[src/rtl/sat_engine_ctrl_pkg.sv]
`default_nettype none
// ============================================================================
//  Module      : sat_engine_ctrl_pkg
//  Description : Shared state encodings, result codes and types for the
//                SAT engine controller.
//  Revision    : 1.0  initial release
// ============================================================================
package sat_engine_ctrl_pkg;

    // State register encodings
    localparam logic [3:0] c_st_idle      = 4'd0;
    localparam logic [3:0] c_st_decide    = 4'd1;
    localparam logic [3:0] c_st_wait_dec  = 4'd2;
    localparam logic [3:0] c_st_imply     = 4'd3;
    localparam logic [3:0] c_st_analyze   = 4'd4;
    localparam logic [3:0] c_st_bkt_check = 4'd5;
    localparam logic [3:0] c_st_bkt       = 4'd6;
    localparam logic [3:0] c_st_wait_bkt  = 4'd7;
    localparam logic [3:0] c_st_done      = 4'd8;

    // Result codes reported alongside done_o
    localparam logic [1:0] c_res_timeout = 2'd0;
    localparam logic [1:0] c_res_sat     = 2'd1;
    localparam logic [1:0] c_res_bkt_out = 2'd2;
    localparam logic [1:0] c_res_unsat   = 2'd3;

    typedef enum logic [3:0] {
        ST_IDLE      = c_st_idle,
        ST_DECIDE    = c_st_decide,
        ST_WAIT_DEC  = c_st_wait_dec,
        ST_IMPLY     = c_st_imply,
        ST_ANALYZE   = c_st_analyze,
        ST_BKT_CHECK = c_st_bkt_check,
        ST_BKT       = c_st_bkt,
        ST_WAIT_BKT  = c_st_wait_bkt,
        ST_DONE      = c_st_done
    } state_t;

    typedef logic [1:0] result_t;

    // Width needed for a watchdog that must be able to reach max_val
    function automatic int wd_width(input int max_val);
        return (max_val < 1) ? 1 : $clog2(max_val + 1);
    endfunction

endpackage : sat_engine_ctrl_pkg
`default_nettype wire

[src/rtl/sat_engine_ctrl_if.sv]
`default_nettype none
// ============================================================================
//  Module      : sat_engine_ctrl_if
//  Description : Handshake bundle between the SAT controller (master) and
//                the decision / BCP / analysis / backtrack datapath (slave).
//  Revision    : 1.0  initial release
// ============================================================================
interface sat_engine_ctrl_if #(
    parameter int WIDTH_LVL    = 16,
    parameter int WIDTH_BIN_ID = 10,
    parameter int WIDTH_CNT    = 16
);
    logic                    start_i;
    logic [WIDTH_BIN_ID-1:0] cur_bin_num_i;
    logic [WIDTH_LVL-1:0]    cur_lvl_i;
    logic                    start_decision_o;
    logic                    done_decision_i;
    logic                    decision_none_i;
    logic                    apply_imply_o;
    logic                    done_imply_i;
    logic                    find_conflict_i;
    logic                    apply_analyze_o;
    logic                    done_analyze_i;
    logic                    add_learntc_en_i;
    logic [WIDTH_BIN_ID-1:0] bkt_bin_i;
    logic [WIDTH_LVL-1:0]    bkt_lvl_i;
    logic                    apply_bkt_cur_bin_o;
    logic                    done_bkt_cur_bin_i;
    logic                    busy_o;
    logic                    done_o;
    logic [1:0]              result_o;
    logic [WIDTH_BIN_ID-1:0] bkt_bin_o;
    logic [WIDTH_LVL-1:0]    bkt_lvl_o;
    logic [WIDTH_CNT-1:0]    conflict_cnt_o;
    logic [WIDTH_CNT-1:0]    learnt_cnt_o;

    modport master (
        input  start_i, cur_bin_num_i, cur_lvl_i,
        input  done_decision_i, decision_none_i, done_imply_i, find_conflict_i,
        input  done_analyze_i, add_learntc_en_i, bkt_bin_i, bkt_lvl_i,
        input  done_bkt_cur_bin_i,
        output start_decision_o, apply_imply_o, apply_analyze_o,
        output apply_bkt_cur_bin_o, busy_o, done_o, result_o,
        output bkt_bin_o, bkt_lvl_o, conflict_cnt_o, learnt_cnt_o
    );

    modport slave (
        output start_i, cur_bin_num_i, cur_lvl_i,
        output done_decision_i, decision_none_i, done_imply_i, find_conflict_i,
        output done_analyze_i, add_learntc_en_i, bkt_bin_i, bkt_lvl_i,
        output done_bkt_cur_bin_i,
        input  start_decision_o, apply_imply_o, apply_analyze_o,
        input  apply_bkt_cur_bin_o, busy_o, done_o, result_o,
        input  bkt_bin_o, bkt_lvl_o, conflict_cnt_o, learnt_cnt_o
    );

endinterface : sat_engine_ctrl_if
`default_nettype wire

[src/rtl/sat_engine_ctrl_counter.sv]
`default_nettype none
// ============================================================================
//  Module      : sat_counter
//  Description : Saturating up-counter with synchronous clear.
//  Revision    : 1.0  initial release
// ============================================================================
module sat_counter #(
    parameter int WIDTH = 16
) (
    input  wire logic             clk,
    input  wire logic             rst,
    input  wire logic             clr_i,
    input  wire logic             inc_i,
    output logic [WIDTH-1:0]      cnt_o
);

    logic [WIDTH-1:0] r_cnt;

    // Clear has priority over increment; count sticks at all-ones
    always_ff @(posedge clk) begin
        if (rst || clr_i) begin
            r_cnt <= '0;
        end else if (inc_i && (r_cnt != '1)) begin
            r_cnt <= r_cnt + 1'b1;
        end
    end

    assign cnt_o = r_cnt;

endmodule : sat_counter
`default_nettype wire

[src/rtl/sat_engine_ctrl.sv]
`default_nettype none
// ============================================================================
//  Module      : sat_engine_ctrl
//  Description : Top-level sequencer for one bin of a hardware SAT solver:
//                decide -> imply -> (analyze -> backtrack -> imply)* until
//                SAT, UNSAT, backtrack out of bin, or imply watchdog timeout.
//  Revision    : 1.0  initial release
// ============================================================================
module sat_engine_ctrl
    import sat_engine_ctrl_pkg::*;
#(
    parameter int WIDTH_LVL     = 16,
    parameter int WIDTH_BIN_ID  = 10,
    parameter int WIDTH_CNT     = 16,
    parameter int IMPLY_TIMEOUT = 255
) (
    input  wire logic          clk,
    input  wire logic          rst,
    sat_engine_ctrl_if.master  bus
);

    localparam int c_wd_w = wd_width(IMPLY_TIMEOUT);
    localparam logic [c_wd_w-1:0] c_wd_max = c_wd_w'(IMPLY_TIMEOUT);

    state_t                  r_state;
    state_t                  w_state_next;
    result_t                 r_result;
    result_t                 w_result_next;
    logic                    w_result_load;
    logic                    w_conflict_inc;
    logic                    w_latch_bkt;
    logic                    w_cnt_clr;
    logic [c_wd_w-1:0]       r_wd;
    logic [WIDTH_BIN_ID-1:0] r_bkt_bin;
    logic [WIDTH_LVL-1:0]    r_bkt_lvl;

    // A start only counts when the engine is idle; it also restarts the statistics
    assign w_cnt_clr = (r_state == ST_IDLE) && bus.start_i;

    // State register
    always_ff @(posedge clk) begin
        if (rst) begin
            r_state <= ST_IDLE;
        end else begin
            r_state <= w_state_next;
        end
    end

    // Next-state decode plus the side effects of each transition
    always_comb begin
        w_state_next   = r_state;
        w_result_load  = 1'b0;
        w_result_next  = r_result;
        w_conflict_inc = 1'b0;
        w_latch_bkt    = 1'b0;
        unique case (r_state)
            ST_IDLE: begin
                if (bus.start_i) begin
                    w_state_next = ST_DECIDE;
                end
            end
            ST_DECIDE: begin
                w_state_next = ST_WAIT_DEC;
            end
            ST_WAIT_DEC: begin
                if (bus.done_decision_i) begin
                    if (bus.decision_none_i) begin
                        w_state_next  = ST_DONE;
                        w_result_load = 1'b1;
                        w_result_next = c_res_sat;
                    end else begin
                        w_state_next = ST_IMPLY;
                    end
                end
            end
            ST_IMPLY: begin
                // A conflict wins over a simultaneous BCP fixpoint
                if (bus.find_conflict_i) begin
                    w_conflict_inc = 1'b1;
                    if (bus.cur_lvl_i == '0) begin
                        w_state_next  = ST_DONE;
                        w_result_load = 1'b1;
                        w_result_next = c_res_unsat;
                    end else begin
                        w_state_next = ST_ANALYZE;
                    end
                end else if (bus.done_imply_i) begin
                    w_state_next = ST_DECIDE;
                end else if (r_wd == c_wd_max) begin
                    w_state_next  = ST_DONE;
                    w_result_load = 1'b1;
                    w_result_next = c_res_timeout;
                end
            end
            ST_ANALYZE: begin
                if (bus.done_analyze_i) begin
                    w_latch_bkt  = 1'b1;
                    w_state_next = ST_BKT_CHECK;
                end
            end
            ST_BKT_CHECK: begin
                // Backtracking into another bin is handed back to the caller
                if (r_bkt_bin == bus.cur_bin_num_i) begin
                    w_state_next = ST_BKT;
                end else begin
                    w_state_next  = ST_DONE;
                    w_result_load = 1'b1;
                    w_result_next = c_res_bkt_out;
                end
            end
            ST_BKT: begin
                w_state_next = ST_WAIT_BKT;
            end
            ST_WAIT_BKT: begin
                if (bus.done_bkt_cur_bin_i) begin
                    w_state_next = ST_IMPLY;
                end
            end
            ST_DONE: begin
                w_state_next = ST_IDLE;
            end
            default: begin
                w_state_next = ST_IDLE;
            end
        endcase
    end

    // Imply watchdog: held at zero outside IMPLY so every entry starts fresh
    always_ff @(posedge clk) begin
        if (rst || (r_state != ST_IMPLY)) begin
            r_wd <= '0;
        end else if (r_wd != '1) begin
            r_wd <= r_wd + 1'b1;
        end
    end

    // Result code and backtrack target registers
    always_ff @(posedge clk) begin
        if (rst) begin
            r_result  <= c_res_timeout;
            r_bkt_bin <= '0;
            r_bkt_lvl <= '0;
        end else begin
            if (w_result_load) begin
                r_result <= w_result_next;
            end
            if (w_latch_bkt) begin
                r_bkt_bin <= bus.bkt_bin_i;
                r_bkt_lvl <= bus.bkt_lvl_i;
            end
        end
    end

    sat_counter #(
        .WIDTH (WIDTH_CNT)
    ) u_conflict_cnt (
        .clk   (clk),
        .rst   (rst),
        .clr_i (w_cnt_clr),
        .inc_i (w_conflict_inc),
        .cnt_o (bus.conflict_cnt_o)
    );

    sat_counter #(
        .WIDTH (WIDTH_CNT)
    ) u_learnt_cnt (
        .clk   (clk),
        .rst   (rst),
        .clr_i (w_cnt_clr),
        .inc_i (bus.add_learntc_en_i),
        .cnt_o (bus.learnt_cnt_o)
    );

    // Strobes and levels decoded purely from the state register
    assign bus.start_decision_o    = (r_state == ST_DECIDE);
    assign bus.apply_imply_o       = (r_state == ST_IMPLY);
    assign bus.apply_analyze_o     = (r_state == ST_ANALYZE);
    assign bus.apply_bkt_cur_bin_o = (r_state == ST_BKT);
    assign bus.busy_o              = (r_state != ST_IDLE);
    assign bus.done_o              = (r_state == ST_DONE);
    assign bus.result_o            = r_result;
    assign bus.bkt_bin_o           = r_bkt_bin;
    assign bus.bkt_lvl_o           = r_bkt_lvl;

endmodule : sat_engine_ctrl
`default_nettype wire

[src/flat_wrapper.sv]
// flat-port wrapper written by rule: the top's interface ports become plain ports
module sat_engine_ctrl_flat import sat_engine_ctrl_pkg::*;
#(
    parameter int WIDTH_LVL     = 16,
    parameter int WIDTH_BIN_ID  = 10,
    parameter int WIDTH_CNT     = 16,
    parameter int IMPLY_TIMEOUT = 255
)
  (clk, rst, bus_start_i, bus_cur_bin_num_i, bus_cur_lvl_i, bus_done_decision_i, bus_decision_none_i, bus_done_imply_i, bus_find_conflict_i, bus_done_analyze_i, bus_add_learntc_en_i, bus_bkt_bin_i, bus_bkt_lvl_i, bus_done_bkt_cur_bin_i, bus_start_decision_o, bus_apply_imply_o, bus_apply_analyze_o, bus_apply_bkt_cur_bin_o, bus_busy_o, bus_done_o, bus_result_o, bus_bkt_bin_o, bus_bkt_lvl_o, bus_conflict_cnt_o, bus_learnt_cnt_o);
  sat_engine_ctrl_if #(.WIDTH_LVL(WIDTH_LVL), .WIDTH_BIN_ID(WIDTH_BIN_ID), .WIDTH_CNT(WIDTH_CNT)) bus_i ();
  input  wire logic clk;
  input  wire logic rst;
  input wire logic [$bits(bus_i.start_i)-1:0] bus_start_i;
  input wire logic [$bits(bus_i.cur_bin_num_i)-1:0] bus_cur_bin_num_i;
  input wire logic [$bits(bus_i.cur_lvl_i)-1:0] bus_cur_lvl_i;
  input wire logic [$bits(bus_i.done_decision_i)-1:0] bus_done_decision_i;
  input wire logic [$bits(bus_i.decision_none_i)-1:0] bus_decision_none_i;
  input wire logic [$bits(bus_i.done_imply_i)-1:0] bus_done_imply_i;
  input wire logic [$bits(bus_i.find_conflict_i)-1:0] bus_find_conflict_i;
  input wire logic [$bits(bus_i.done_analyze_i)-1:0] bus_done_analyze_i;
  input wire logic [$bits(bus_i.add_learntc_en_i)-1:0] bus_add_learntc_en_i;
  input wire logic [$bits(bus_i.bkt_bin_i)-1:0] bus_bkt_bin_i;
  input wire logic [$bits(bus_i.bkt_lvl_i)-1:0] bus_bkt_lvl_i;
  input wire logic [$bits(bus_i.done_bkt_cur_bin_i)-1:0] bus_done_bkt_cur_bin_i;
  output wire logic [$bits(bus_i.start_decision_o)-1:0] bus_start_decision_o;
  output wire logic [$bits(bus_i.apply_imply_o)-1:0] bus_apply_imply_o;
  output wire logic [$bits(bus_i.apply_analyze_o)-1:0] bus_apply_analyze_o;
  output wire logic [$bits(bus_i.apply_bkt_cur_bin_o)-1:0] bus_apply_bkt_cur_bin_o;
  output wire logic [$bits(bus_i.busy_o)-1:0] bus_busy_o;
  output wire logic [$bits(bus_i.done_o)-1:0] bus_done_o;
  output wire logic [$bits(bus_i.result_o)-1:0] bus_result_o;
  output wire logic [$bits(bus_i.bkt_bin_o)-1:0] bus_bkt_bin_o;
  output wire logic [$bits(bus_i.bkt_lvl_o)-1:0] bus_bkt_lvl_o;
  output wire logic [$bits(bus_i.conflict_cnt_o)-1:0] bus_conflict_cnt_o;
  output wire logic [$bits(bus_i.learnt_cnt_o)-1:0] bus_learnt_cnt_o;
  assign bus_i.start_i = bus_start_i;
  assign bus_i.cur_bin_num_i = bus_cur_bin_num_i;
  assign bus_i.cur_lvl_i = bus_cur_lvl_i;
  assign bus_i.done_decision_i = bus_done_decision_i;
  assign bus_i.decision_none_i = bus_decision_none_i;
  assign bus_i.done_imply_i = bus_done_imply_i;
  assign bus_i.find_conflict_i = bus_find_conflict_i;
  assign bus_i.done_analyze_i = bus_done_analyze_i;
  assign bus_i.add_learntc_en_i = bus_add_learntc_en_i;
  assign bus_i.bkt_bin_i = bus_bkt_bin_i;
  assign bus_i.bkt_lvl_i = bus_bkt_lvl_i;
  assign bus_i.done_bkt_cur_bin_i = bus_done_bkt_cur_bin_i;
  assign bus_start_decision_o = bus_i.start_decision_o;
  assign bus_apply_imply_o = bus_i.apply_imply_o;
  assign bus_apply_analyze_o = bus_i.apply_analyze_o;
  assign bus_apply_bkt_cur_bin_o = bus_i.apply_bkt_cur_bin_o;
  assign bus_busy_o = bus_i.busy_o;
  assign bus_done_o = bus_i.done_o;
  assign bus_result_o = bus_i.result_o;
  assign bus_bkt_bin_o = bus_i.bkt_bin_o;
  assign bus_bkt_lvl_o = bus_i.bkt_lvl_o;
  assign bus_conflict_cnt_o = bus_i.conflict_cnt_o;
  assign bus_learnt_cnt_o = bus_i.learnt_cnt_o;
  sat_engine_ctrl #(.WIDTH_LVL(WIDTH_LVL), .WIDTH_BIN_ID(WIDTH_BIN_ID), .WIDTH_CNT(WIDTH_CNT), .IMPLY_TIMEOUT(IMPLY_TIMEOUT)) u_core (.clk(clk), .rst(rst), .bus(bus_i));
endmodule
[config.mk]
export PLATFORM = sky130hd
export DESIGN_NAME = sat_engine_ctrl_flat
export DESIGN_NICKNAME = d
export VERILOG_FILES = /design/src/rtl/sat_engine_ctrl_pkg.sv /design/src/rtl/sat_engine_ctrl_if.sv /design/src/rtl/sat_engine_ctrl_counter.sv /design/src/rtl/sat_engine_ctrl.sv /design/src/flat_wrapper.sv
export SDC_FILE = /design/constraint.sdc
export NUM_CORES = 1
export LEC_CHECK = 0
export BUFFER_PORTS_ARGS = -buffer_cell sky130_fd_sc_hd__buf_2
export CAP_MARGIN = 20
export CORE_MARGIN = 2
export CORE_UTILIZATION = 25
export CTS_CLUSTER_SIZE = 28
export DETAILED_ROUTE_END_ITERATION = 16
export PLACE_DENSITY_LB_ADDON = 0.1
export SLEW_MARGIN = 0
export SYNTH_ARGS = -nofsm -noshare
export SYNTH_HDL_FRONTEND = slang
export SYNTH_SLANG_ARGS = --single-unit
[constraint.sdc]
create_clock -name clk -period 4.2 [get_ports clk]
set_input_delay 0.42 -clock clk [delete_from_list [all_inputs] [get_ports clk]]
set_output_delay 0.42 -clock clk [all_outputs]
set_load 0.005 [all_outputs]
# Word-level counts from Yosys, hierarchy flattened
# Cells that the tools add are included.
# classes
eq_ne	24
n_reduce_logical	11
muxes	31
addsub	3
# ops
cell	n
$mux W4	10
$add A16 B1 Y16 const B	2
$ne A16 B16 Y1 const B	2
$pmux W4 S8	1
$eq A4 B3 Y1 const B	4
$logic_not A16 Y1	1
$mux W2	7
$ne A2 B2 Y1 const B	6
$mux W1	11
$eq A10 B10 Y1	1
$add A8 B1 Y8 const B	1
$eq A4 B2 Y1 const B	2
$eq A8 B8 Y1 const B	1
$ne A8 B8 Y1 const B	1
$reduce_and A8 Y1	1
$ne A3 B2 Y1 const B	2
$pmux W2 S3	1
$reduce_and A5 Y1	1
$eq A4 B1 Y1 const B	1
$eq A4 B4 Y1 const B	1
$logic_not A4 Y1	1
$ne A4 B2 Y1 const B	1
$ne A4 B3 Y1 const B	1
$reduce_bool A4 Y1	1
other kinds (5)	8
# totals
out_inout_bits	66
ff_bits	72
elab_cells	76
input_bits	62

# Depth between registers and ports, before layout
# Gate-level depths: netlist (run 1).
# depth
depth_word	6
ltp_mapped	8
depth_no_buf	6

# By module
# Synthesis (run 1) repeated with hierarchy kept, for this count alone.
# hier_totals
hier_cells	421
area_unflattened_um2	3599.7
# modules_own_cells
module	area_each_um2	seq_area_each_um2	cells_each	n_inst
sat_engine_ctrl	1905.6	800.8	231	1
sat_counter	847.1	320.3	95	2

# Worst setup path before layout (run 1)
# OpenSTA, ideal clock, no wires.
# synth_path
kind	register -> register
start	register u_core.r_wd[0]
end	register u_core.r_result[0] (netlist: u_core.bus.result_o[0])
required_ns	4.077
period_less_slack_ns	1.996
setup_time_ns	0.123
n_path_buf	0
arrival_ns	1.872
setup_slack_ns	2.204
stages_incl_launch_ff	7
cell_sequence	dfxtp_1 -> ha_1 -> nand4_1 -> or4b_1 -> a211oi_2 -> nand3_2 -> mux2_1
# synth_between
elab_chain_len	6
elab_cells_between_ends	7
cone_classes	eq/ne (2); mux (4); reduce/logical (1)
# synth_rtl
item	line_no	source
start: declaration	sat_engine_ctrl.sv:33	logic [c_wd_w-1:0] r_wd;
start signal: assignment	sat_engine_ctrl.sv:133	r_wd <= r_wd + 1'b1;
$eq A8 B8 Y1 (*)	sat_engine_ctrl.sv:89	end else if (r_wd == c_wd_max) begin
$mux W1	sat_engine_ctrl.sv:89	
$mux W1	sat_engine_ctrl.sv:87	end else if (bus.done_imply_i) begin
$mux W1	sat_engine_ctrl.sv:78	if (bus.find_conflict_i) begin
$pmux W1 S3	sat_engine_ctrl.sv:56	unique case (r_state)
$reduce_and A8 Y1 (no source line) (*)	n/a	
end signal: assignment	sat_engine_ctrl.sv:140	r_result <= c_res_timeout;
end signal: assignment	sat_engine_ctrl.sv:145	r_result <= w_result_next;
end: declaration	sat_engine_ctrl.sv:27	result_t r_result;
# Mark *: on every way between the ends. The rest lies on a longest branch, timed or not.
# A chain may end at the register's enable or synchronous reset.

# Worst setup path after layout (run 1)
# layout_path
start	register u_core.r_state[1]
end	register u_core.u_conflict_cnt.r_cnt[14] (netlist: u_core.u_conflict_cnt.cnt_o[14])
# layout_between
elab_chain_len	3
elab_cells_between_ends	6
cone_classes	eq/ne (1); mux (1); reduce/logical (4)
# layout_rtl
item	line_no	source
start: declaration	sat_engine_ctrl.sv:25	state_t r_state;
start signal: assignment	sat_engine_ctrl.sv:45	r_state <= w_state_next;
$eq A4 B2 Y1 / $logic_not A4 Y1 (equally long branches)	sat_engine_ctrl.sv:56, sat_engine_ctrl.sv:38	
$mux W1 / $logic_and A1 B1 Y1 (equally long branches)	sat_engine_ctrl.sv:56, sat_engine_ctrl.sv:38	
$logic_and A1 B1 Y1 / $logic_or A1 B1 Y1 (equally long branches)	sat_engine_ctrl_counter.sv:23, sat_engine_ctrl_counter.sv:21	
end signal: assignment	sat_engine_ctrl_counter.sv:24	r_cnt <= r_cnt + 1'b1;
end: declaration	sat_engine_ctrl_counter.sv:17	logic [WIDTH-1:0] r_cnt;
# Parallel ways exist; a longest one is shown, timed or not.

==> results of run 1 <==
==> kinds of logic (layout without fill, tap and decap cells) <==
group                      count (synthesis)  after routing  synth area share
and+or+nand+nor                          198            198            0.2957
DFF                                       72             72            0.4133
buffers and inverters                     32            157           0.04880
muxes                                      5              5           0.01471
other                                      0              1                 0
AOI/OAI and AO/OA                         65             65            0.1163
xor gates and xnor gates                  40             40            0.1005
adders and majority gates                  3              3           0.01077
==> worst max path at each step <==
stage                                       to  slack, ns
2_1_floorplan           u_core.bus.result_o[0]       2.20
3_3_place_gp   u_core.u_conflict_cnt.cnt_o[14]       1.92
3_5_place_dp   u_core.u_conflict_cnt.cnt_o[14]       1.89
4_1_cts        u_core.u_conflict_cnt.cnt_o[14]       1.87
5_1_grt        u_core.u_conflict_cnt.cnt_o[13]       1.68
6_report       u_core.u_conflict_cnt.cnt_o[14]       1.93
==> final cells by class <==
cell class / instances / area, um2
clock inverter: 3 / 65.06
timing repair buffer: 130 / 678.2
tap: 180 / 225.2
fill: 1545 / 9190
inverter: 11 / 41.29
clock buffer: 13 / 250.2
multi-input combinational: 311 / 1879
antenna: 1 / 2.502
sequential: 72 / 1441
==> Yosys cell counts, types with 5 or more instances <==
cell type,instances
a211oi_1,6
a21oi_1,37
and4_1,5
clkbuf_1,10
dfxtp_1,72
inv_1,11
nand2_1,69
nand3_1,12
nand4_1,11
nor2_1,35
nor3_1,22
nor4_1,9
xnor2_1,36
==> metal layers <==
layer | vias up | wire, um | part of all wire
met3 | 12 | 651 | 0.069
li1 | 1697 | - | -
met1 | 1523 | 4220 | 0.45
met2 | 85 | 4420 | 0.47
met4 | 0 | 152 | 0.016
met5 | - | 0 | 0
==> registers in the layout, indices dropped and copies added (netlist names) <==
| register | flops |
|---|---|
| u_core.bus.bkt_lvl_o | 16 |
| u_core.u_conflict_cnt.cnt_o | 16 |
| u_core.u_learnt_cnt.cnt_o | 16 |
| u_core.bus.bkt_bin_o | 10 |
| u_core.r_wd | 8 |
| u_core.r_state | 4 |
| u_core.bus.result_o | 2 |
==> power groups by stage <==
stage / sequential, uW / combinational [uW] / clock, uW
global placement: 765 / 253 / 0
finish: 752 / 249 / 826
floorplan: 737 / 206 / 0
global route: 757 / 280 / 887
detailed placement: 766 / 254 / 0
CTS: 750 / 255 / 857
==> metrics by stage <==
step             util  area [um2]
2_1_floorplan       -        3487
3_3_place_gp   0.3077        4238
3_5_place_dp   0.3077        4238
4_1_cts        0.3306        4553
5_1_grt        0.3326        4581
6_report       0.3328        4583
==> worst max-delay path, stage by stage, from the launching register on <==
cell and delay (ns):
dfxtp_1 0.46, or4_1 0.62, o21bai_2 0.56, buf_4 0.34
a31oi_1 0.06, o21a_1 0.11
==> run summary, run 1 <==
Status: complete, no violations
Critical Path RT: 4.43 ns
Final setup viols: 0
Syn-to-layout area delta: 31.43%
Hold worst-path end: u_core.bus.bkt_bin_o[5]
Largest net degree at the start of global routing: 37
Yosys cell types: 54
RSZ-0062 raised after global routing: false
Critical path launch point: u_core.r_state[1]
Internal power: 1361 uW
Final period utilization: 0.5406
DR iter-0 viols: 107
R2R cell count: 5
Post-Syn Instances: 415
Syn. warnings: 0
Final Skew: 0.006015 ns
Port bufs: 127
Synthesized area per cell: 8.403 um2
Die outline height: 122.1 um
GR Overflow Total: 0
Leak: 0.001816 uW
Worst hold slack: 0.3156 ns
Setup TNS: 0 ns
Hpwl dp: 6.801 mm
Worst vdd ir: 196.0 uV
DR DRC count: 0
Sw Pwr: 466.7 uW
Worst reg2reg setup slack: 1.93 ns
Flop pwr share: 0.411
Core footprint: 13,770 um2
Reg2reg end: u_core.u_conflict_cnt.cnt_o[14]
Slew HR: 0.3428
Hold_sp: bus_bkt_bin_i[5]
Hold depth: 3
Non-filler cells in the finished layout: 721
CTS Hold Bufs: 0
Setup bufs post-CTS: 0
Setup ws final: 1.929 ns
Max cap viols: 0
Starting Density: 0.2532
Post-synth top area share: 0.4133
I/O pin count: 128
Yosys top cell by area: dfxtp_1
Post-cts sizing count: 0
Post-DR vias/cell: 4.601
Vias in the first global route: 3,110
Layer with the highest usage: met2
Routed Antenna Nets: 0
Clock-pin slew on the worst setup and hold paths: 0.06 ns
Met2 usage: 0.2123
WS Path Type: reg2reg
Total power: 1828 uW
Logic pwr share: 0.136
DIE AREA: 14,910 um2
H-tree levels: 3
Critical Path End Type: flip-flop
FF-to-FF Start: u_core.r_state[1]
Clk root buf: clkbuf_16
Sw Ratio: 0.2553
Die W: 122.1 um
GRT met3 Usage: 0.04401
Grt met1 use: 0.1556
Num CTS Buffers: 9
Cell Rows: 43
RD Place Congestion: 0.7777
FF+latch count, synth: 72
Crit path max fanout: 17
Top post-synthesis cells by area: dfxtp_1, xnor2_1, nand2_1
CTS max path bufs: 2
Synth Flop Type: dfxtp_1
Fin. Hold Viols: 0
FMAX: 440.4 MHz
Setup crit start kind: flip-flop
Hold/Removal Path Class: in2reg
Clk_lat worst skew: 0.34 ns
Dpl cells: 703
Tmin final: 2.271 ns
First drt pass iteration count: 4
CTS Sinks: 72
Fin. max-slew vios: 0
Post-synthesis sequential area ratio: 0.4133
CTS tree: done
Wirelength, routed: 9.444 mm
Global-route wire length before repair: 15.03 mm
Async SR Flop Fraction: 0
Vias: 3,317
Worst slew pin tran: 0.9834 ns
Synth Cell Area: 3487 um2
Clock share of power: 0.452
Nets@finish: 600
Crit path DAT: 2.50 ns
Power Dens Cells: 398.8 nW/um2
Most frequent cells in the layout: buf_2, dfxtp_1, nand2_1, a21oi_1, xnor2_1
Per-cell routed wire length: 13.10 um
Commonest non-fill, non-tap cell in the layout: buf_2
Syn_nets: 480
Number of flops mapped to enable cells by yosys: 0
Pre-CTS setup slack: 1.894 ns
Number of antenna violations at the first check in global routing: 0
Share of layout cells above drive strength 1: 0.2852
GRT Total Usage: 0.1290
Note: power is estimated with default switching activity, not from simulation.
==> inputs of run 2 (changes only) <==
--- a/config.mk
+++ b/config.mk
@@ -5,6 +5,7 @@
 export SDC_FILE = /design/constraint.sdc
 export NUM_CORES = 1
 export LEC_CHECK = 0
+export ABC_AREA = 1
 export BUFFER_PORTS_ARGS = -buffer_cell sky130_fd_sc_hd__buf_2
 export CAP_MARGIN = 20
 export CORE_MARGIN = 2
==> constraint.sdc (replaced) <==
create_clock -name clk -period 2 [get_ports clk]
set_input_delay 0.2 -clock clk [delete_from_list [all_inputs] [get_ports clk]]
set_output_delay 0.2 -clock clk [all_outputs]
set_load 0.005 [all_outputs]
==> run 2 against run 1 <==
Combinational power is 120% higher. Hold slack worse by 0.19 ns. Critical path depth stayed put. Via count is 15% higher. Final cell count is 19% higher. Cell area is 5.5% higher. Die area is 5.4% higher. Clock power is 110% higher. Synthesized cell count is 31% higher. Critical path type is now reg2out.
==> run summary, run 2 <==
Status: complete, no violations
Fin. Hold Viols: 0 (unchanged)
Dpl cells: 843 (+20%)
Die W: 125.3 um (+2.6%)
Leak: 0.002135 uW (+18%)
Setup ws final: 0.2361 ns (-1.693 ns)
Max cap viols: 0 (unchanged)
GR Overflow Total: 0 (unchanged)
WP buf/inv: 3 (+2)
Worst vdd ir: 345.9 uV (+77%)
Hpwl dp: 7.844 mm (+15%)
Post-synthesis sequential area ratio: 0.3916 (-0.02178)
Post-Syn Instances: 542 (+31%)
Vias in the first global route: 3,664 (+18%)
H-tree levels: 3 (unchanged)
Synth top cells by count: nand2_1, dfxtp_1, nor2_1
Worst hold slack: 0.1250 ns (-0.1906 ns)
Non-filler cells in the finished layout: 859 (+19%)
Critical path launch point: u_core.r_state[1]
Largest net degree at the start of global routing: 25 (-32%)
Synth Flop Type: dfxtp_1
Syn-to-layout area delta: 31.34% (about the same)
RD Place Congestion: 0.7887 (+1.4%)
Flop pwr share: 0.396 (-0.015)
Final setup viols: 0 (unchanged)
CTS tree: done
Pre-CTS setup slack: 0.2527 ns (-1.641 ns)
Vias: 3,814 (+15%)
Final period utilization: 0.8820
Critical Path RT: 1.80 ns (-2.63 ns)
Die outline height: 125.3 um (+2.6%)
CTS Hold Bufs: 0 (unchanged)
Core footprint: 14,480 um2 (+5.1%)
Port bufs: 127 (unchanged)
Fillers: 1,598 (+3.4%)
FF+latch count, synth: 72 (unchanged)
Number of flops mapped to enable cells by yosys: 0 (unchanged)
DR DRC count: 0 (unchanged)
Post-cts sizing count: 0 (unchanged)
Final Skew: 0.008853 ns (+0.002838 ns)
First drt pass iteration count: 4 (unchanged)
Yosys cell types: 39 (-28%)
Clock share of power: 0.459 (+0.007)
DIE AREA: 15,710 um2 (+5.4%)
Sw Pwr: 1058 uW (+130%)
Diode count: 0 (-1)
Routed Antenna Nets: 0 (unchanged)
Tmin final: 1.764 ns
Sw Ratio: 0.2760 (+0.02067)
Logic pwr share: 0.145 (+0.009)
CTS Sinks: 72 (unchanged)
Clk root buf: clkbuf_16
Number of antenna violations at the first check in global routing: 0 (unchanged)
WS Path Type: reg2out
Syn. warnings: 0 (unchanged)
Hold/Removal Path Class: in2reg
Yosys top cell by area: dfxtp_1
Wirelength, routed: 10.63 mm (+13%)
Fin. max-slew vios: 0 (unchanged)
Clock-pin slew on the worst setup and hold paths: 0.06 ns (about the same)
RSZ-0062 raised after global routing: false
Slew HR: 0.6933 (+0.3505)
Per-cell routed wire length: 12.38 um (-5.5%)
Nets@finish: 735 (+23%)
I/O pin count: 128 (unchanged)
Setup TNS: 0 ns (unchanged)
Commonest non-fill, non-tap cell in the layout: nand2_1
CP top delay family: buffers and inverters
GRT Total Usage: 0.1392 (+0.01018)
Crit path max fanout: 21 (+4)
Post-synth top area share: 0.3916 (-0.02178)
Synthesized area per cell: 6.792 um2 (-19%)
Power Dens Cells: 793.1 nW/um2 (+99%)
Critical Path Max Stage Delay: 0.36 ns (-0.26 ns)
Share of layout cells above drive strength 1: 0.2578 (-0.02741)
FMAX: 566.9 MHz
Crit path DAT: 1.56 ns (-0.94 ns)
Cell Rows: 44 (+2.3%)
Async SR Flop Fraction: 0 (unchanged)
Setup bufs post-CTS: 0 (unchanged)
Internal power: 2776 uW (+100%)
Clk_lat worst skew: 0.34 ns (about the same)
Most frequent cell after synthesis: nand2_1
Global-route wire length before repair: 17.68 mm (+18%)
Setup crit start kind: flip-flop
FF-to-FF Start: u_core.u_conflict_cnt.cnt_o[0]
Post-DR vias/cell: 4.440 (-3.5%)
Slowest cell on the critical path: dfxtp_1
Hold_sp: bus_bkt_lvl_i[4]
Seq. cell area: 1441 um2 (unchanged)
Most frequent cells in the layout: nand2_1, buf_2, dfxtp_1, nor2_1, a21oi_1
Critical Path End Type: primary output
Synth Cell Area: 3681 um2 (+5.6%)
Syn_nets: 607 (+26%)
CTS max path bufs: 2 (unchanged)
DR iter-0 viols: 194 (+81%)
Area of the multi-input gates: 1939 um2 (+3.2%)
Starting Density: 0.2542 (+0.001055)
Num CTS Buffers: 9 (unchanged)
Top post-synthesis cells by area: dfxtp_1, nand2_1, a21oi_1
Worst slew pin tran: 0.4596 ns (-0.5238 ns)
Worst-path cell chain: nor2_1 > inv_1 > nor2_2 > buf_4 > buf_2
-- run 2: cell count changes after synthesis, sizes merged, moves of 6 or more --
| cell | before | now |
|---|---|---|
| nor2 | 35 | 66 |
| o21ai | 4 | 22 |
| nand4 | 12 | 6 |
| xnor2 | 36 | 10 |
| and4 | 6 | 0 |
| nor3 | 22 | 9 |
| a21oi | 37 | 63 |
| nand3 | 13 | 43 |
| nand2 | 69 | 155 |
| inv | 11 | 52 |
| nor4 | 10 | 0 |
-- run 2: logic make-up after synthesis --
logic type               synth area share
AO/OA/AOI/OAI                      0.1377
XOR/XNOR                          0.04521
adder cells (fa/ha/maj)           0.01020
buffers and inverters             0.08259
flip-flops                         0.3916
AND/OR/NAND/NOR                    0.3328
-- run 2: tightest hold or removal path: cells and delay by family --
family / cells / cell delay (ns)
buffers and inverters: 1 / 0.09
and+or+nand+nor: 1 / 0.07
AOI/OAI and AO/OA: 1 / 0.06
-- run 2: path summary, 6_finish.rpt --
check / cells after the start / endpoint / slack, ns
setup / recovery: 5 / bus_apply_analyze_o / 0.24
hold / removal: 3 / u_core.bus.bkt_lvl_o[4] / 0.12
setup reg to reg: 9 / u_core.u_conflict_cnt.cnt_o[2] / 0.25
hold reg to reg: 2 / u_core.bus.bkt_lvl_o[14] / 0.46
-- run 2: area by class of cell --
type / count / share of cell area
Multi-Input combinational cell: 400 / 0.4011
Sequential cell: 72 / 0.2981
Timing Repair Buffer: 133 / 0.1434
Tap cell: 184 / 0.04762
Clock buffer: 9 / 0.04658
Inverter: 54 / 0.04322
Clock inverter: 7 / 0.01993
-- run 2: per-stage QoR --
| stage | instance area (um2) | total power (uW) | util |
|---|---|---|---|
| floorplan | 3681 | 1894 | - |
| global placement | 4513 | 2109 | 0.3117 |
| detailed placement | 4513 | 2113 | 0.3117 |
| CTS | 4835 | 3910 | 0.3339 |
| global route | 4835 | 4035 | 0.3339 |
| finish | 4835 | 3834 | 0.3339 |
-- run 2: routing by layer --
| layer | part of all wire | track usage | vias to the layer above |
|---|---|---|---|
| met3 | 0.064 | 0.05948 | 8 |
| met4 | 0.0099 | 0.03464 | 0 |
| li1 | - | - | 1999 |
| met5 | 0 | 0 | - |
| met1 | 0.45 | 0.1707 | 1723 |
| met2 | 0.47 | 0.2260 | 84 |
-- run 2: power groups by stage --
stage                     Clock [uW]  Sequential [uW]  Combinational [uW]
final                           1760             1520                 556
after global routing            1870             1530                 639
after CTS                       1830             1520                 565
after detailed placement           0             1550                 563
after global placement             0             1550                 560
after floorplan                    0             1550                 347
==> inputs of run 3 (changes only) <==
--- a/config.mk
+++ b/config.mk
@@ -9,7 +9,7 @@
 export BUFFER_PORTS_ARGS = -buffer_cell sky130_fd_sc_hd__buf_2
 export CAP_MARGIN = 20
 export CORE_MARGIN = 2
-export CORE_UTILIZATION = 25
+export CORE_UTILIZATION = 45
 export CTS_CLUSTER_SIZE = 28
 export DETAILED_ROUTE_END_ITERATION = 16
 export PLACE_DENSITY_LB_ADDON = 0.1
==> run 3 against run 2 <==
Largest cell class unchanged. Worst setup slack better by 0.015 ns. Global-route usage is 7.7 points higher. Critical path depth stayed put. Register-to-register slack hardly changed. Sequential cell count stayed put. Via count is 0.50% lower. Highest routed layer unchanged. Non-clock buffer count is 2 lower. Total power is 16% lower. Clock-buffer cell count stayed put.
==> run summary, run 3 (synthesis results as in run 2) <==
CTS tree: done
Sw Pwr: 967.6 uW (-8.6%)
Status: complete, no violations
Commonest non-fill, non-tap cell in the layout: nand2_1
Final setup viols: 0 (unchanged)
Fillers: 792 (-50%)
Setup bufs post-CTS: 0 (unchanged)
Hpwl dp: 6.936 mm (-12%)
Setup TNS: 0 ns (unchanged)
Layer with the highest usage: met2
WS Path Type: reg2out
Fin. Hold Viols: 0 (unchanged)
First drt pass iteration count: 4 (unchanged)
CTS Sinks: 72 (unchanged)
Per-cell routed wire length: 11.88 um (-4.0%)
H-tree levels: 3 (unchanged)
Most frequent cells in the layout: nand2_1, buf_2, dfxtp_1, nor2_1, a21oi_1
Logic pwr share: 0.166 (+0.021)
Clock share of power: 0.362 (-0.097)
R2R cell count: 8 (-1)
CTS max path bufs: 2 (unchanged)
Num CTS Buffers: 9 (unchanged)
Hold depth: 3 (unchanged)
Vias: 3,795 (-0.50%)
Max cap viols: 0 (unchanged)
Critical Path End Type: primary output
Area of the multi-input gates: 1939 um2 (unchanged)
Clk root buf: clkbuf_8
Total power: 3222 uW (-16%)
Post-cts sizing count: 0 (unchanged)
Crit path DAT: 1.55 ns (about the same)
Fin. max-slew vios: 0 (unchanged)
I/O pin count: 128 (unchanged)
Starting Density: 0.4715 (+0.2172)
Tmin final: 1.748 ns (-0.01543 ns)
Diode count: 0 (unchanged)
Cell Rows: 32 (-27%)
Number of antenna violations at the first check in global routing: 0 (unchanged)
Clock-pin slew on the worst setup and hold paths: 0.08 ns (+0.02 ns)
Syn-to-layout area delta: 24.37%
FMAX: 571.9 MHz (+0.88%)
Worst slew pin tran: 0.4153 ns (-0.04428 ns)
Power Dens Cells: 703.8 nW/um2 (-11%)
Worst vdd ir: 359.6 uV (+3.9%)
Nets@finish: 733 (-0.27%)
GRT Total Usage: 0.2166 (+0.07736)
Wirelength, routed: 9.205 mm (-13%)
Share of layout cells above drive strength 1: 0.2556 (-0.002206)
RSZ-0062 raised after global routing: false
Post-DR vias/cell: 4.897 (+10%)
Critical Path RT: 1.80 ns (about the same)
Clk_lat worst skew: 0.35 ns (about the same)
Port bufs: 127 (unchanged)
GR Overflow Total: 0 (unchanged)
Final period utilization: 0.8742 (-0.007717)
Seq. cell area: 1441 um2 (unchanged)
DR iter-0 viols: 147 (-24%)
Worst-path cell chain: nor2_1 > inv_1 > nor2_2 > buf_4 > buf_2
Grt met1 use: 0.2656 (+0.09492)
Crit path max fanout: 21 (unchanged)
Hold/Removal Path Class: in2reg
DR DRC count: 0 (unchanged)
Vias in the first global route: 3,581 (-2.3%)
Setup crit start kind: flip-flop
Sw Ratio: 0.3003 (+0.02431)
Largest net degree at the start of global routing: 29 (+16%)
Die W: 94.45 um (-25%)
Slowest cell on the critical path: dfxtp_1
Met2 usage: 0.3726 (+0.1466)
RD Place Congestion: 0.8533 (+8.2%)
Core footprint: 7807 um2 (-46%)
Flop pwr share: 0.472 (+0.076)
Leak: 0.002063 uW (-3.4%)
GRT met3 Usage: 0.06385 (+0.004369)
Final Skew: 0.01767 ns (+0.008815 ns)
Internal power: 2255 uW (-19%)
Routed Antenna Nets: 0 (unchanged)
Critical Path Max Stage Delay: 0.37 ns (about the same)
Global-route wire length before repair: 15.57 mm (-12%)
Die outline height: 94.45 um (-25%)
CTS Hold Bufs: 0 (unchanged)
DIE AREA: 8920 um2 (-43%)
Slew HR: 0.7228 (+0.02955)
==> run 3: changes by cell type in the layout (fill, tap and decap cells not counted), sizes merged <==
cell    change
inv         +1
buf         -2
bufinv      -1
==> run 3: worst max-delay path, delay by kind of cell, from the launching register on <==
kind	cells	cell delay, ns
buffers and inverters	3	0.51
DFF	1	0.37
and+or+nand+nor	2	0.33
==> run 3: per-stage QoR <==
| step | instance area [um2] | hold WS [ns] | util | instances | setup slack, ns |
|---|---|---|---|---|---|
| 2_1_floorplan | 3681 | 0.3643 | - | 542 | 0.4413 |
| 4_1_cts | 4578 | 0.1092 | 0.5864 | 775 | 0.2600 |
| 3_5_place_dp | 4383 | 0.4534 | 0.5614 | 759 | 0.2698 |
| 5_1_grt | 4578 | 0.1019 | 0.5864 | 775 | 0.01120 |
| 3_3_place_gp | 4383 | 0.4457 | 0.5614 | 759 | 0.3596 |
| 6_report | 4578 | 0.1189 | 0.5864 | 775 | 0.2515 |
==> run 3: power groups by stage <==
stage	clock (uW)	combinational, uW	sequential, uW
2_1_floorplan	0	347	1550
6_report	1170	534	1520
3_3_place_gp	0	530	1550
4_1_cts	1200	537	1520
5_1_grt	1270	619	1530
3_5_place_dp	0	534	1550
==> run 3: final timing paths <==
check	from	end	slack (ns)
worst min register to register	u_core.bus.bkt_lvl_o[7]	u_core.bus.bkt_lvl_o[7]	0.46
worst max-delay path	u_core.r_state[1]	bus_apply_analyze_o	0.25
worst min-delay path	bus_bkt_lvl_i[14]	u_core.bus.bkt_lvl_o[14]	0.12
worst max register to register	u_core.u_learnt_cnt.cnt_o[0]	u_core.u_learnt_cnt.cnt_o[3]	0.25
==> run 3: per-layer routing <==
| metal | part of all wire | vias to the layer above |
|---|---|---|
| met5 | 0 | - |
| met4 | 0.0089 | 0 |
| met3 | 0.056 | 6 |
| met2 | 0.49 | 95 |
| met1 | 0.45 | 1700 |
| li1 | - | 1994 |
==> run 3: cell type report <==
cell class / instances / share of cell area
sequential: 72 / 0.3148
clock buffer: 9 / 0.02706
timing repair buffer: 131 / 0.1454
tap: 102 / 0.02788
clock inverter: 7 / 0.01558
multi-input combinational: 400 / 0.4236
inverter: 54 / 0.04564
